[src/rtl/pll_clk_seq_ctrl_pkg.sv]
// Shared definitions for the PLL bring-up / clock-gate sequencer:
// FSM state encodings, output widths and a width helper.
package pll_clk_seq_ctrl_pkg;

  localparam int unsigned STATE_W  = 3;
  localparam int unsigned RELOCK_W = 8;

  typedef enum logic [STATE_W-1:0] {
    ST_IDLE      = 3'd0,
    ST_RESET     = 3'd1,
    ST_WAIT_LOCK = 3'd2,
    ST_STABLE    = 3'd3,
    ST_GATE_ON   = 3'd4,
    ST_READY     = 3'd5,
    ST_LOST      = 3'd6,
    ST_FAIL      = 3'd7
  } pll_state_e;

  function automatic int unsigned max4(input int unsigned a, input int unsigned b,
                                       input int unsigned c, input int unsigned d);
    int unsigned m;
    m = a;
    if (b > m) m = b;
    if (c > m) m = c;
    if (d > m) m = d;
    return m;
  endfunction

endpackage

[src/rtl/pll_clk_seq_ctrl_lock_sync.sv]
// Lock-flag synchroniser: SYNC_STAGES-deep flop chain bringing the
// asynchronous PLL lock into the clk domain.
//   clk     : destination clock
//   rst_n   : synchronous active-low reset, clears the chain to 0
//   async_i : asynchronous lock flag
//   sync_o  : synchronised lock flag
module pll_lock_sync #(
  parameter int unsigned SYNC_STAGES = 2
) (
  input  logic clk,
  input  logic rst_n,
  input  logic async_i,
  output logic sync_o
);

  logic [SYNC_STAGES-1:0] sync_q;
  logic [SYNC_STAGES-1:0] sync_d;

  always_comb begin
    sync_d = {sync_q[SYNC_STAGES-2:0], async_i};
  end

  always_ff @(posedge clk) begin
    if (!rst_n) sync_q <= '0;
    else        sync_q <= sync_d;
  end

  assign sync_o = sync_q[SYNC_STAGES-1];

endmodule

[src/rtl/pll_clk_seq_ctrl.sv]
// PLL bring-up / clock-gate sequencer. Holds the PLL in reset, qualifies the
// synchronised lock flag, opens the output clock gates one by one, watches
// for lock loss and retries a bounded number of times before failing.
//   clk, rst_n   : reference clock, synchronous active-low reset
//   en_i         : 1 = run sequence, 0 = park PLL in reset
//   pll_lock_i   : asynchronous PLL lock
//   pll_rst_o    : PLL reset (active high)
//   clk_gate_o   : per-output gate enables
//   ready_o      : all gates open with lock good
//   fail_o       : retries exhausted
//   lock_lost_o  : one-cycle pulse on lock loss
//   relock_cnt_o : saturating lock-loss count
//   state_o      : current FSM state
module pll_clk_seq_ctrl
  import pll_clk_seq_ctrl_pkg::*;
#(
  parameter int unsigned NUM_CLK        = 5,
  parameter int unsigned RST_CYCLES     = 16,
  parameter int unsigned STABLE_CYCLES  = 1024,
  parameter int unsigned GAP_CYCLES     = 8,
  parameter int unsigned TIMEOUT_CYCLES = 65535,
  parameter int unsigned MAX_RETRY      = 3,
  parameter int unsigned SYNC_STAGES    = 2
) (
  input  logic                clk,
  input  logic                rst_n,
  input  logic                en_i,
  input  logic                pll_lock_i,
  output logic                pll_rst_o,
  output logic [NUM_CLK-1:0]  clk_gate_o,
  output logic                ready_o,
  output logic                fail_o,
  output logic                lock_lost_o,
  output logic [RELOCK_W-1:0] relock_cnt_o,
  output logic [STATE_W-1:0]  state_o
);

  localparam int unsigned CNT_W =
    $clog2(max4(RST_CYCLES, STABLE_CYCLES, GAP_CYCLES, TIMEOUT_CYCLES)) + 1;
  localparam int unsigned IDX_W = (NUM_CLK > 1) ? $clog2(NUM_CLK) : 1;

  logic lock_s;

  pll_lock_sync #(.SYNC_STAGES(SYNC_STAGES)) u_lock_sync (
    .clk     (clk),
    .rst_n   (rst_n),
    .async_i (pll_lock_i),
    .sync_o  (lock_s)
  );

  pll_state_e          state_q, state_d;
  logic [CNT_W-1:0]    cnt_q, cnt_d;
  logic [IDX_W-1:0]    idx_q, idx_d;
  logic [3:0]          retry_q, retry_d;
  logic [RELOCK_W-1:0] relock_q, relock_d;
  logic [NUM_CLK-1:0]  gate_q, gate_d;
  logic                pll_rst_q, pll_rst_d;
  logic                ready_q, ready_d;
  logic                fail_q, fail_d;
  logic                lock_lost_q, lock_lost_d;

  always_comb begin
    state_d  = state_q;
    cnt_d    = cnt_q;
    idx_d    = idx_q;
    retry_d  = retry_q;
    relock_d = relock_q;
    gate_d   = gate_q;

    unique case (state_q)
      ST_IDLE: begin
        if (en_i) begin
          state_d = ST_RESET;
          cnt_d   = CNT_W'(RST_CYCLES - 1);
        end
      end
      ST_RESET: begin
        if (cnt_q == '0) begin
          state_d = ST_WAIT_LOCK;
          cnt_d   = CNT_W'(TIMEOUT_CYCLES - 1);
        end else begin
          cnt_d = cnt_q - CNT_W'(1);
        end
      end
      ST_WAIT_LOCK: begin
        // Lock seen on the final timeout cycle still wins over a retry.
        if (lock_s) begin
          state_d = ST_STABLE;
          cnt_d   = CNT_W'(STABLE_CYCLES - 1);
        end else if (cnt_q == '0) begin
          retry_d = retry_q + 4'd1;
          if (retry_d == 4'(MAX_RETRY)) begin
            state_d = ST_FAIL;
          end else begin
            state_d = ST_RESET;
            cnt_d   = CNT_W'(RST_CYCLES - 1);
          end
        end else begin
          cnt_d = cnt_q - CNT_W'(1);
        end
      end
      ST_STABLE: begin
        if (!lock_s) begin
          state_d = ST_WAIT_LOCK;
          cnt_d   = CNT_W'(TIMEOUT_CYCLES - 1);
        end else if (cnt_q == '0) begin
          state_d = ST_GATE_ON;
          cnt_d   = CNT_W'(GAP_CYCLES - 1);
          idx_d   = '0;
          gate_d  = NUM_CLK'(1);
        end else begin
          cnt_d = cnt_q - CNT_W'(1);
        end
      end
      ST_GATE_ON: begin
        if (!lock_s) begin
          state_d  = ST_LOST;
          retry_d  = '0;
          relock_d = (relock_q == '1) ? relock_q : relock_q + RELOCK_W'(1);
        end else if (cnt_q == '0) begin
          if (idx_q == IDX_W'(NUM_CLK - 1)) begin
            state_d = ST_READY;
          end else begin
            // Re-entering GATE_ON for the next bit reloads the gap counter.
            idx_d  = idx_q + IDX_W'(1);
            cnt_d  = CNT_W'(GAP_CYCLES - 1);
            gate_d = gate_q | (NUM_CLK'(1) << idx_d);
          end
        end else begin
          cnt_d = cnt_q - CNT_W'(1);
        end
      end
      ST_READY: begin
        retry_d = '0;
        if (!lock_s) begin
          state_d  = ST_LOST;
          relock_d = (relock_q == '1) ? relock_q : relock_q + RELOCK_W'(1);
        end
      end
      ST_LOST: begin
        state_d = ST_RESET;
        cnt_d   = CNT_W'(RST_CYCLES - 1);
      end
      ST_FAIL: begin
        state_d = ST_FAIL;
      end
    endcase

    if (!en_i) begin
      state_d = ST_IDLE;
      retry_d = '0;
    end

    // Outputs are registered from the next state so they line up with state_o.
    if (!(state_d inside {ST_GATE_ON, ST_READY})) gate_d = '0;
    pll_rst_d   = state_d inside {ST_IDLE, ST_RESET, ST_FAIL};
    ready_d     = (state_d == ST_READY);
    fail_d      = (state_d == ST_FAIL);
    lock_lost_d = (state_d == ST_LOST);
  end

  always_ff @(posedge clk) begin
    if (!rst_n) begin
      state_q     <= ST_IDLE;
      cnt_q       <= '0;
      idx_q       <= '0;
      retry_q     <= '0;
      relock_q    <= '0;
      gate_q      <= '0;
      pll_rst_q   <= 1'b1;
      ready_q     <= 1'b0;
      fail_q      <= 1'b0;
      lock_lost_q <= 1'b0;
    end else begin
      state_q     <= state_d;
      cnt_q       <= cnt_d;
      idx_q       <= idx_d;
      retry_q     <= retry_d;
      relock_q    <= relock_d;
      gate_q      <= gate_d;
      pll_rst_q   <= pll_rst_d;
      ready_q     <= ready_d;
      fail_q      <= fail_d;
      lock_lost_q <= lock_lost_d;
    end
  end

  assign pll_rst_o    = pll_rst_q;
  assign clk_gate_o   = gate_q;
  assign ready_o      = ready_q;
  assign fail_o       = fail_q;
  assign lock_lost_o  = lock_lost_q;
  assign relock_cnt_o = relock_q;
  assign state_o      = state_q;

endmodule

[config.mk]
export PLATFORM = sky130hd
export DESIGN_NAME = pll_clk_seq_ctrl
export DESIGN_NICKNAME = d
export VERILOG_FILES = /design/src/rtl/pll_clk_seq_ctrl_pkg.sv /design/src/rtl/pll_clk_seq_ctrl_lock_sync.sv /design/src/rtl/pll_clk_seq_ctrl.sv
export SDC_FILE = /design/constraint.sdc
export NUM_CORES = 1
export LEC_CHECK = 0
export CAP_MARGIN = 5
export CORE_ASPECT_RATIO = 0.5
export CORE_MARGIN = 2
export CORE_UTILIZATION = 55
export DETAILED_ROUTE_END_ITERATION = 10
export GPL_TIMING_DRIVEN = 0
export HOLD_SLACK_MARGIN = 0.1
export PLACE_DENSITY = 0.85
export SLEW_MARGIN = 10
export SYNTH_ARGS = -nofsm -noshare
export SYNTH_HDL_FRONTEND = slang
export SYNTH_SLANG_ARGS = --single-unit
export TNS_END_PERCENT = 100
[constraint.sdc]
create_clock -name clk -period 2.33 [get_ports clk]
set_input_delay 0.466 -clock clk [delete_from_list [all_inputs] [get_ports clk]]
set_output_delay 0.466 -clock clk [all_outputs]
set_load 0.02 [all_outputs]
==> results of run 1 <==
==> power groups by stage <==
stage | Sequential (uW) | Clock (uW) | Combinational, uW
detailed placement | 881 | 0 | 635
CTS | 867 | 643 | 653
floorplan | 877 | 0 | 478
global route | 875 | 676 | 792
finish | 871 | 642 | 738
global placement | 877 | 0 | 620
==> repair_timing <==
item	4_1_cts	5_1_grt
setup buffers	1	7
pin swaps	0	2
gates resized for setup	5	14
setup endpoints to repair	20	33
==> sequential cells by signal, summed over array words and instances (netlist names) <==
signal / flops
relock_cnt_o: 8
cnt_q: 17
fail_o: 1
retry_q: 4
lock_lost_o: 1
u_lock_sync.sync_q: 2
pll_rst_o: 1
clk_gate_o: 5
idx_q: 3
ready_o: 1
state_o: 3
==> cells in the final DEF (no fill, tap or decap), types with 4 or more instances in the layout <==
| cell | instances |
|---|---|
| inv_1 | 14 |
| clkdlybuf4s50_1 | 23 |
| ha_1 | 11 |
| o211ai_1 | 6 |
| nand3b_1 | 4 |
| dfxtp_1 | 45 |
| a31oi_1 | 5 |
| nand4_1 | 4 |
| and3_1 | 9 |
| o31ai_1 | 4 |
| o21a_1 | 5 |
| and2_1 | 13 |
| a21boi_0 | 4 |
| nor2_1 | 22 |
| clkbuf_8 | 5 |
| nand3_1 | 17 |
| buf_4 | 9 |
| nand2b_1 | 7 |
| o21ai_0 | 14 |
| xor2_1 | 4 |
| or3_1 | 4 |
| nor3_1 | 11 |
| nand2_1 | 34 |
| clkbuf_1 | 8 |
| nor2b_1 | 6 |
| a21oi_1 | 20 |
| xnor2_1 | 5 |
==> per-layer routing <==
layer / routed length [um] / vias to the layer above
li1: - / 1356
met1: 3560 / 1386
met4: 157 / 0
met5: 0 / -
met3: 585 / 19
met2: 3640 / 145
==> stage by stage <==
step	area, um^2	hold slack, ns
after CTS	3370	0.443
after global routing	3460	0.482
after floorplan	2900	0.412
after detailed placement	3220	0.425
final	3460	0.439
after global placement	3220	0.425
==> final cells by class <==
type	instances	share of cell area, %
buffer	16	2.64
clock inverter	3	1.38
timing repair buffer	31	8.40
inverter	14	1.52
clock buffer	5	1.99
tap	70	2.53
multi-input combinational	276	54.9
sequential	46	26.7
==> kinds of logic (layout without fill, tap and decap cells) <==
| family | after synthesis | count (layout) | share of synthesized area [%] |
|---|---|---|---|
| fa+ha+maj | 11 | 11 | 4.75 |
| compound gates | 98 | 98 | 24.0 |
| mux | 5 | 5 | 1.81 |
| flops | 46 | 46 | 31.8 |
| xor+xnor | 9 | 9 | 2.72 |
| simple gates | 153 | 153 | 30.0 |
| buf+inv | 32 | 69 | 4.97 |
==> worst max-delay path: stages (launching register included) <==
cell	delay, ns
dfxtp_1	0.32
buf_6	0.13
or4_4	0.55
nor3_4	0.22
and3_1	0.24
buf_6	0.15
and3_1	0.17
buf_4	0.17
mux2i_1	0.20
nor2b_1	0.06
==> cell usage after synthesis (all sizes together), types with 4 or more instances <==
cell type,number,area share [%]
a21boi,8,2.5
a21oi,21,3.6
a31oi,5,1.1
and2,13,2.8
and3,10,2.2
buf,5,1.5
clkbuf,13,1.7
dfxtp,46,32
ha,11,4.7
inv,14,1.8
nand2,34,4.4
nand2b,7,1.5
nand3,19,3.6
nand3b,4,1.0
nand4,5,1.3
nor2,23,3.0
nor2b,7,1.5
nor3,12,2.5
nor3b,5,1.5
nor4,4,1.6
o211ai,7,2.0
o21a,5,1.3
o21ai,18,3.4
o31ai,6,1.9
or3,4,0.86
xnor2,5,1.5
xor2,4,1.2
==> worst paths after layout <==
kind	endpoint	slack (ns)
setup / recovery	idx_q[2]$_SDFFE_PN0P_	0.02
hold / removal	u_lock_sync.sync_q[1]$_SDFF_PN0_	0.44
setup reg to reg	idx_q[2]$_SDFFE_PN0P_	0.02
hold reg to reg	u_lock_sync.sync_q[1]$_SDFF_PN0_	0.44
==> impl_metrics.ini, run 1 <==
[run_status]
status = complete, no violations

[detailed_routing]
drt-total-wl_um = 7940
postRouteAntennaNets = 0
detail_route.iter0.violations = 260
drt-wirelength-per-cell_um = 17.2
vias = 2906
via_per_inst = 6.30
drc = 0
drtPass1Iterations = 5

[floorplanning]
die_width_um = 107
initial_core_util_pct = 58.0
ioPinCount = 24
dieHeight_um = 55.3
std_cell_rows = 18
die_area_mm2 = 0.00590
core_area_mm2 = 0.00500

[power]
p_seq_share_pct = 38.7
p_leak_uw = 0.00132
p_sw_share_pct = 35.9
power_density_mw_per_mm2 = 651
clockPowerShare_pct = 28.5
p_total_uw = 2250
combinationalPowerShare_pct = 32.8
p_switching_uw = 808
p_int_uw = 1440
vdd_ir_drop_max_uv = 371

[global_routing]
grt_pass1_wl_um = 12600
grt_pass1_vias = 2642
met2_usage_pct = 42.9
antenna_found_initial = 0
grt_max_degree = 17
overflow = 0
grt_util_met3_pct = 4.49
grt_util_met1_pct = 36.4
grtUsageTotal_pct = 26.8
globalRoute.busiestLayer = met2

[timing]
period_share_pct = 99.2
fmax_mhz = 433
max_slew_margin_pct = 63.4
tightest_slew_ns = 0.548
rsz0062_at_grt = yes
fin_skew_ns = 0.00654
hold_viol = 0
finalSetupTns_ns = 0
maxSlewViolCount = 0
worst_slack_ns = 0.0197
fin_crit_ns = 2.31
setup_viol = 0

[yosys]
ys.flop_type = dfxtp_1
synth_enable_flop_cells = 0
netlist_area_mm2 = 0.00290
netlist_instances = 354
avgSynthCellArea_um2 = 8.19
ys_warn_count = 0
synth_async_sr_flop_share_pct = 0
ys_ff_latch = 46
synth_nets = 369
ys_seq_area_share_pct = 31.8
synth_cell_types = 66

[cts]
path_clk_slew_ns = 0.10
cts_root_buf = clkbuf_8
numCtsBuffers = 5
worstSkewPairLatency_ns = 0.32
cts_num_sinks = 46
h-tree-depth = 2
cts_buffer_depth = 2
cts_tree = built
cts_hold_buf = 0

[placement]
hpwl_um = 5650
place.gp.congestion = 0.963
dpl.cell_count = 447
portBuffers = 23
dpl_worst_slack_ns = -0.194

[finish]
final_nets = 405
fin_util_pct = 69.1
multiInputGateArea_mm2 = 0.00190
diodes = 0
area_delta_synth_final_pct = 19.3
fillers = 425
layout-drive-gt1-share_pct = 13.6
seqCellArea_um2 = 922
fin_cells = 461

[job]
maxCapViolCount = 0

[critical_path]
cp_max_fo = 10
r2r-start = cnt_q[8]$_SDFFE_PN0P_
crit_type = flip-flop to flip-flop
worstPathArrival_ns = 2.52
endpoint_kind = flip-flop
critPathLaunchType = flip-flop
startpoint = cnt_q[8]$_SDFFE_PN0P_
r2r_cells = 9
worstPathRequired_ns = 2.54

[worst_hold_path]
whs_path_depth = 1
holdCritStartpoint = u_lock_sync.sync_q[0]$_SDFF_PN0_
hold_path_class = flip-flop to flip-flop
(Power assumes the default switching activity.)
==> inputs of run 2 (changes only) <==
--- a/config.mk
+++ b/config.mk
@@ -5,7 +5,7 @@
 export SDC_FILE = /design/constraint.sdc
 export NUM_CORES = 1
 export LEC_CHECK = 0
-export CAP_MARGIN = 5
+export CAP_MARGIN = 0
 export CORE_ASPECT_RATIO = 0.5
 export CORE_MARGIN = 2
 export CORE_UTILIZATION = 55
@@ -16,5 +16,6 @@
 export SLEW_MARGIN = 10
 export SYNTH_ARGS = -nofsm -noshare
 export SYNTH_HDL_FRONTEND = slang
+export SYNTH_HIERARCHICAL = 1
 export SYNTH_SLANG_ARGS = --single-unit
 export TNS_END_PERCENT = 100
==> run 2 against run 1 <==
  * Total power down 18%
  * Utilization shrank 0.70 points
  * Critical endpoint is now cnt_q[11]$_SDFFE_PN0P_
  * Sequential share of layout area is 0.75 points higher
==> impl_metrics.ini, run 2 <==
[global_routing]
grt_pass1_wl_um = 12100
antenna_found_initial = 0
overflow = 0
grt_pass1_vias = 2620
grt_max_degree = 15
grtUsageTotal_pct = 26.7

[finish]
final_nets = 409
layout_common_cells = 44 x dfxtp_1, 41 x nor2_1, 35 x nand2_1, 35 x a21oi_1, 23 x clkdlybuf4s50_1
diodes = 0
layout-drive-gt1-share_pct = 15.7
fillers = 421
fin_cells = 465
area_delta_synth_final_pct = 20.1
regMostFlops = cnt_q
largest_reg_flops = 17
final_common_cell = dfxtp_1
multiInputGateArea_mm2 = 0.00183
seqCellArea_um2 = 926
fin_util_pct = 68.4

[yosys]
ys_seq_area_share_pct = 32.8
synth_async_sr_flop_share_pct = 0
synth_nets = 374
synth_top_area_share_pct = 32.8
synth_enable_flop_cells = 0
netlist_area_mm2 = 0.00281
synth_cell_types = 63
netlist_instances = 359
avgSynthCellArea_um2 = 7.83
synth_area_leaders = dfxtp_1 33%, a21oi_1 6.4%, nor2_1 5.7%
synth_top_area_cell = dfxtp_1
synth_commonest_cells = 46 x dfxtp_1, 43 x nor2_1, 36 x a21oi_1, 36 x nand2_1, 15 x inv_1
ys.flop_type = dfxtp_1
synth.most_common_cell = dfxtp_1
ys_warn_count = 6
ys_ff_latch = 46

[detailed_routing]
vias = 2931
postRouteAntennaNets = 0
detail_route.iter0.violations = 263
drc = 0
drt-wirelength-per-cell_um = 16.7
drt-total-wl_um = 7760
drtPass1Iterations = 5
via_per_inst = 6.30

[cts]
cts_tree = built
cts_buffer_depth = 2
numCtsBuffers = 5
worstSkewPairLatency_ns = 0.31
path_clk_slew_ns = 0.09
cts_root_buf = clkbuf_8
h-tree-depth = 2
cts_num_sinks = 46

[floorplanning]
ioPinCount = 24
dieHeight_um = 54.6
std_cell_rows = 18
die_area_mm2 = 0.00573
initial_core_util_pct = 57.0
core_area_mm2 = 0.00493
die_width_um = 105

[timing]
tightest_slew_ns = 0.613
setup_viol = 0
fmax_mhz = 436
fin_crit_ns = 2.29
hold_viol = 0
max_slew_margin_pct = 58.8
maxSlewViolCount = 0
fin_skew_ns = 0.00827
period_share_pct = 98.5

[power]
power_density_mw_per_mm2 = 545
p_leak_uw = 0.00121
vdd_ir_drop_max_uv = 362

[critical_path]
critPathLaunchType = flip-flop
r2r_cells = 10
path_buf_inv = 3
slowest_delay_ns = 0.38
crit_chain = inv_4, ha_2, nor3b_4, nand4_1, or3_1, buf_6, o21ai_4, clkbuf_2, nor3_1, a211o_1
endpoint_kind = flip-flop
cp_slowest_cell = or3_1
worstPathArrival_ns = 2.49
cp_top_family = simple AND/OR/NAND/NOR gates
cp_max_fo = 5
crit_type = flip-flop to flip-flop
worstPathRequired_ns = 2.53
path_depth = 10

[placement]
portBuffers = 23
hpwl_um = 5400
place.gp.congestion = 0.935
dpl.cell_count = 452

[job]
maxCapViolCount = 0

[worst_hold_path]
whs_path_depth = 2
hold_path_class = flip-flop to flip-flop

[run_status]
status = complete, no violations
run 2: power breakdown:
group / internal [uW] / total [uW] / switching, uW
clock: 239 / 522 / 283
sequential: 812 / 850 / 38.8
combinational: 174 / 466 / 293
total: 1220 / 1840 / 614
run 2: cell type report:
| cell class | count | share of cell area (%) |
|---|---|---|
| clock buffers | 6 | 2.45 |
| multi-input cells | 280 | 54.2 |
| plain buffers | 17 | 3.00 |
| well taps | 70 | 2.59 |
| clock inverters | 2 | 0.371 |
| repair buffers | 29 | 8.19 |
| inverters | 15 | 1.74 |
| flip-flops and latches | 46 | 27.4 |
run 2: final timing paths:
check	start	endpoint	slack (ns)
worst max register to register	cnt_q[0]$_SDFFE_PN0P_	cnt_q[11]$_SDFFE_PN0P_	0.04
worst max-delay path	cnt_q[0]$_SDFFE_PN0P_	cnt_q[11]$_SDFFE_PN0P_	0.04
worst min register to register	clk_gate_o[0]$_SDFFE_PN0P_	clk_gate_o[0]$_SDFFE_PN0P_	0.45
worst min-delay path	clk_gate_o[0]$_SDFFE_PN0P_	clk_gate_o[0]$_SDFFE_PN0P_	0.45
run 2: worst min-delay path, cell delays in order, from the launching register on:
cell and delay (ns):
dfxtp_1 0.32, inv_1 0.05, a21oi_1 0.05
run 2: cells by family (layout without fill, tap and decap cells):
group / Yosys count / in the layout / synth area share [%]
buffers and inverters: 33 / 69 / 5.47
adders and majority gates: 11 / 11 / 4.90
AOI/OAI and AO/OA: 108 / 108 / 26.1
DFF: 46 / 46 / 32.8
and+or+nand+nor: 149 / 149 / 26.9
muxes: 2 / 2 / 0.712
xor gates and xnor gates: 10 / 10 / 3.12
run 2: metrics by stage:
| step | area, um^2 | hold WS, ns | setup WS, ns | total power, uW | TNS [ns] |
|---|---|---|---|---|---|
| 6_report | 3380 | 0.449 | 0.0352 | 1840 | 0 |
| 5_1_grt | 3380 | 0.475 | -0.0290 | 1910 | -0.0425 |
| 4_1_cts | 3240 | 0.451 | 0.00577 | 1770 | 0 |
| 3_5_place_dp | 3130 | 0.431 | -0.294 | 1260 | -3.95 |
| 3_3_place_gp | 3130 | 0.423 | -0.225 | 1250 | -2.75 |
| 2_1_floorplan | 2810 | 0.412 | 0.228 | 1160 | 0 |
run 2: what timing repair did:
item | 4_1_cts | 5_1_grt
gates cloned | 0 | 1
pin swaps | 0 | 5
buffers inserted | 0 | 5
hold buffers | 0 | 0
resized for setup | 4 | 29
setup endpoints to repair | 21 | 40
run 2: metal layers:
| layer | share of wire (%) | global-route usage, % |
|---|---|---|
| met1 | 45 | 36.4 |
| met4 | 1.6 | 8.44 |
| met3 | 9.3 | 4.40 |
| met5 | 0 | 0 |
| met2 | 44 | 44.5 |
==> inputs of run 3 (changes only) <==
--- a/config.mk
+++ b/config.mk
@@ -12,7 +12,7 @@
 export DETAILED_ROUTE_END_ITERATION = 10
 export GPL_TIMING_DRIVEN = 0
 export HOLD_SLACK_MARGIN = 0.1
-export PLACE_DENSITY = 0.85
+export PLACE_DENSITY = 0.77
 export SLEW_MARGIN = 10
 export SYNTH_ARGS = -nofsm -noshare
 export SYNTH_HDL_FRONTEND = slang
==> run 3 against run 2 <==
  * Fmax decreased by 1.2%
  * Critical endpoint is now cnt_q[14]$_SDFFE_PN0P_
  * Via count decreased by 1.7%
  * Sequential share of layout area decreased by 0.21 points
  * Combinational power increased by 3%
  * Largest cell class unchanged
==> impl_metrics.ini, run 3 (synthesis gave the netlist of run 2 again) <==
[timing]
tightest_slew_ns = 0.610
fin_crit_ns = 2.32
fmax_mhz = 431
hold_viol = 0
rsz0062_at_grt = yes
hold_slack_ns = 0.442
fin_skew_ns = 0.00725
maxSlewViolCount = 0
setup_viol = 0
period_share_pct = 99.6
max_slew_margin_pct = 59.0

[critical_path]
worstPathRequired_ns = 2.54
crit_chain = inv_2, ha_1, nor3b_4, nand4_1, buf_4, o31ai_2, and2_1, a31oi_1, o32ai_1
cp_slowest_cell = dfxtp_4
worstPathArrival_ns = 2.53
path_buf_inv = 2
critPathLaunchType = flip-flop
rrSetupSlack_ns = 0.008
endpoint_kind = flip-flop
cp_max_fo = 5
slowest_delay_ns = 0.36
crit_type = flip-flop to flip-flop
cp_top_family = simple AND/OR/NAND/NOR gates

[cts]
cts_root_buf = clkbuf_8
cts_hold_buf = 0
worstSkewPairLatency_ns = 0.30
h-tree-depth = 2
path_clk_slew_ns = 0.09
cts_buffer_depth = 2
cts_num_sinks = 46
numCtsBuffers = 5
cts_tree = built

[run_status]
status = complete, no violations

[placement]
place_area_mm2 = 0.00313
hpwl_um = 5400
dpl.cell_count = 452
portBuffers = 23
place.gp.congestion = 0.911

[global_routing]
overflow = 0
grt_pass1_wl_um = 12100
antenna_found_initial = 0
grtUsageTotal_pct = 27.0
grt_pass1_vias = 2543
grt_max_degree = 15

[job]
maxCapViolCount = 0

[detailed_routing]
via_per_inst = 6.16
drt-wirelength-per-cell_um = 16.6
drc = 0
vias = 2882
detail_route.iter0.violations = 242
postRouteAntennaNets = 0
drt-total-wl_um = 7770
drtPass1Iterations = 5

[finish]
final_nets = 412
largest_reg_flops = 17
regMostFlops = cnt_q
area_delta_synth_final_pct = 21.1
fin_cells = 468
diodes = 0
layout-drive-gt1-share_pct = 15.8
final_area_mm2 = 0.00341
layout_common_cells = 43 x dfxtp_1, 42 x nor2_1, 36 x a21oi_1
final_common_cell = dfxtp_1

[floorplanning]
std_cell_rows = 18
dieHeight_um = 54.6
core_area_mm2 = 0.00493
initial_core_util_pct = 57.0
ioPinCount = 24
die_area_mm2 = 0.00573
die_width_um = 105

[worst_hold_path]
hold_path_class = flip-flop to flip-flop

[power]
vdd_ir_drop_max_uv = 300
p_leak_uw = 0.00122
power_density_mw_per_mm2 = 567
run 3: cell count changes in the layout (fill, tap and decap cells not counted), sizes merged:
cell,change
buf,+2
o21ai,+1
bufinv,+1
clkinv,-1
run 3: cell type report:
class                   count  area, um^2
clock buffers               6        72.6
multi-input cells         281        1840
flip-flops and latches     46         927
plain buffers              18         109
clock inverters             2        37.5
well taps                  70        87.6
fillers                   393        1530
repair buffers             30         280
inverters                  15        56.3
run 3: worst paths after layout:
path | from | to | cells after the start
min reg2reg | u_lock_sync/sync_q[0]$_SDFF_PN0_ | u_lock_sync/sync_q[1]$_SDFF_PN0_ | 1
max | cnt_q[0]$_SDFFE_PN0P_ | cnt_q[14]$_SDFFE_PN0P_ | 9
max reg2reg | cnt_q[0]$_SDFFE_PN0P_ | cnt_q[14]$_SDFFE_PN0P_ | 9
min | u_lock_sync/sync_q[0]$_SDFF_PN0_ | u_lock_sync/sync_q[1]$_SDFF_PN0_ | 1
run 3: per-stage QoR:
step	power, uW	worst slack [ns]	TNS, ns	utilization, %
floorplan	1160	0.228	0	-
global placement	1250	-0.179	-4.03	63.4
detailed placement	1260	-0.222	-5.27	63.4
CTS	1860	0.0101	0	66.2
global route	2010	-0.0121	-0.0220	69.1
finish	1930	0.00818	0	69.1
run 3: timing repair:
item	4_1_cts	5_1_grt
buffers inserted	1	4
gates cloned	0	3
resized for setup	5	28
hold endpoints to repair	0	0
pin swaps	1	8
setup endpoints to repair	31	40
run 3: metal layers:
metal,vias up,GRT usage (%),wire length (um)
li1,1377,-,-
met1,1335,36.3,3540
met2,147,43.9,3290
met3,23,6.79,768
met4,0,8.22,160
met5,-,0,0
run 3: where the power goes:
| part | total, uW | switching, uW | leakage (uW) | internal [uW] |
|---|---|---|---|---|
| Combinational | 478 | 293 | 0.000798 | 184 |
| Clock | 606 | 285 | 0.0000514 | 320 |
| Sequential | 847 | 35.6 | 0.000374 | 812 |
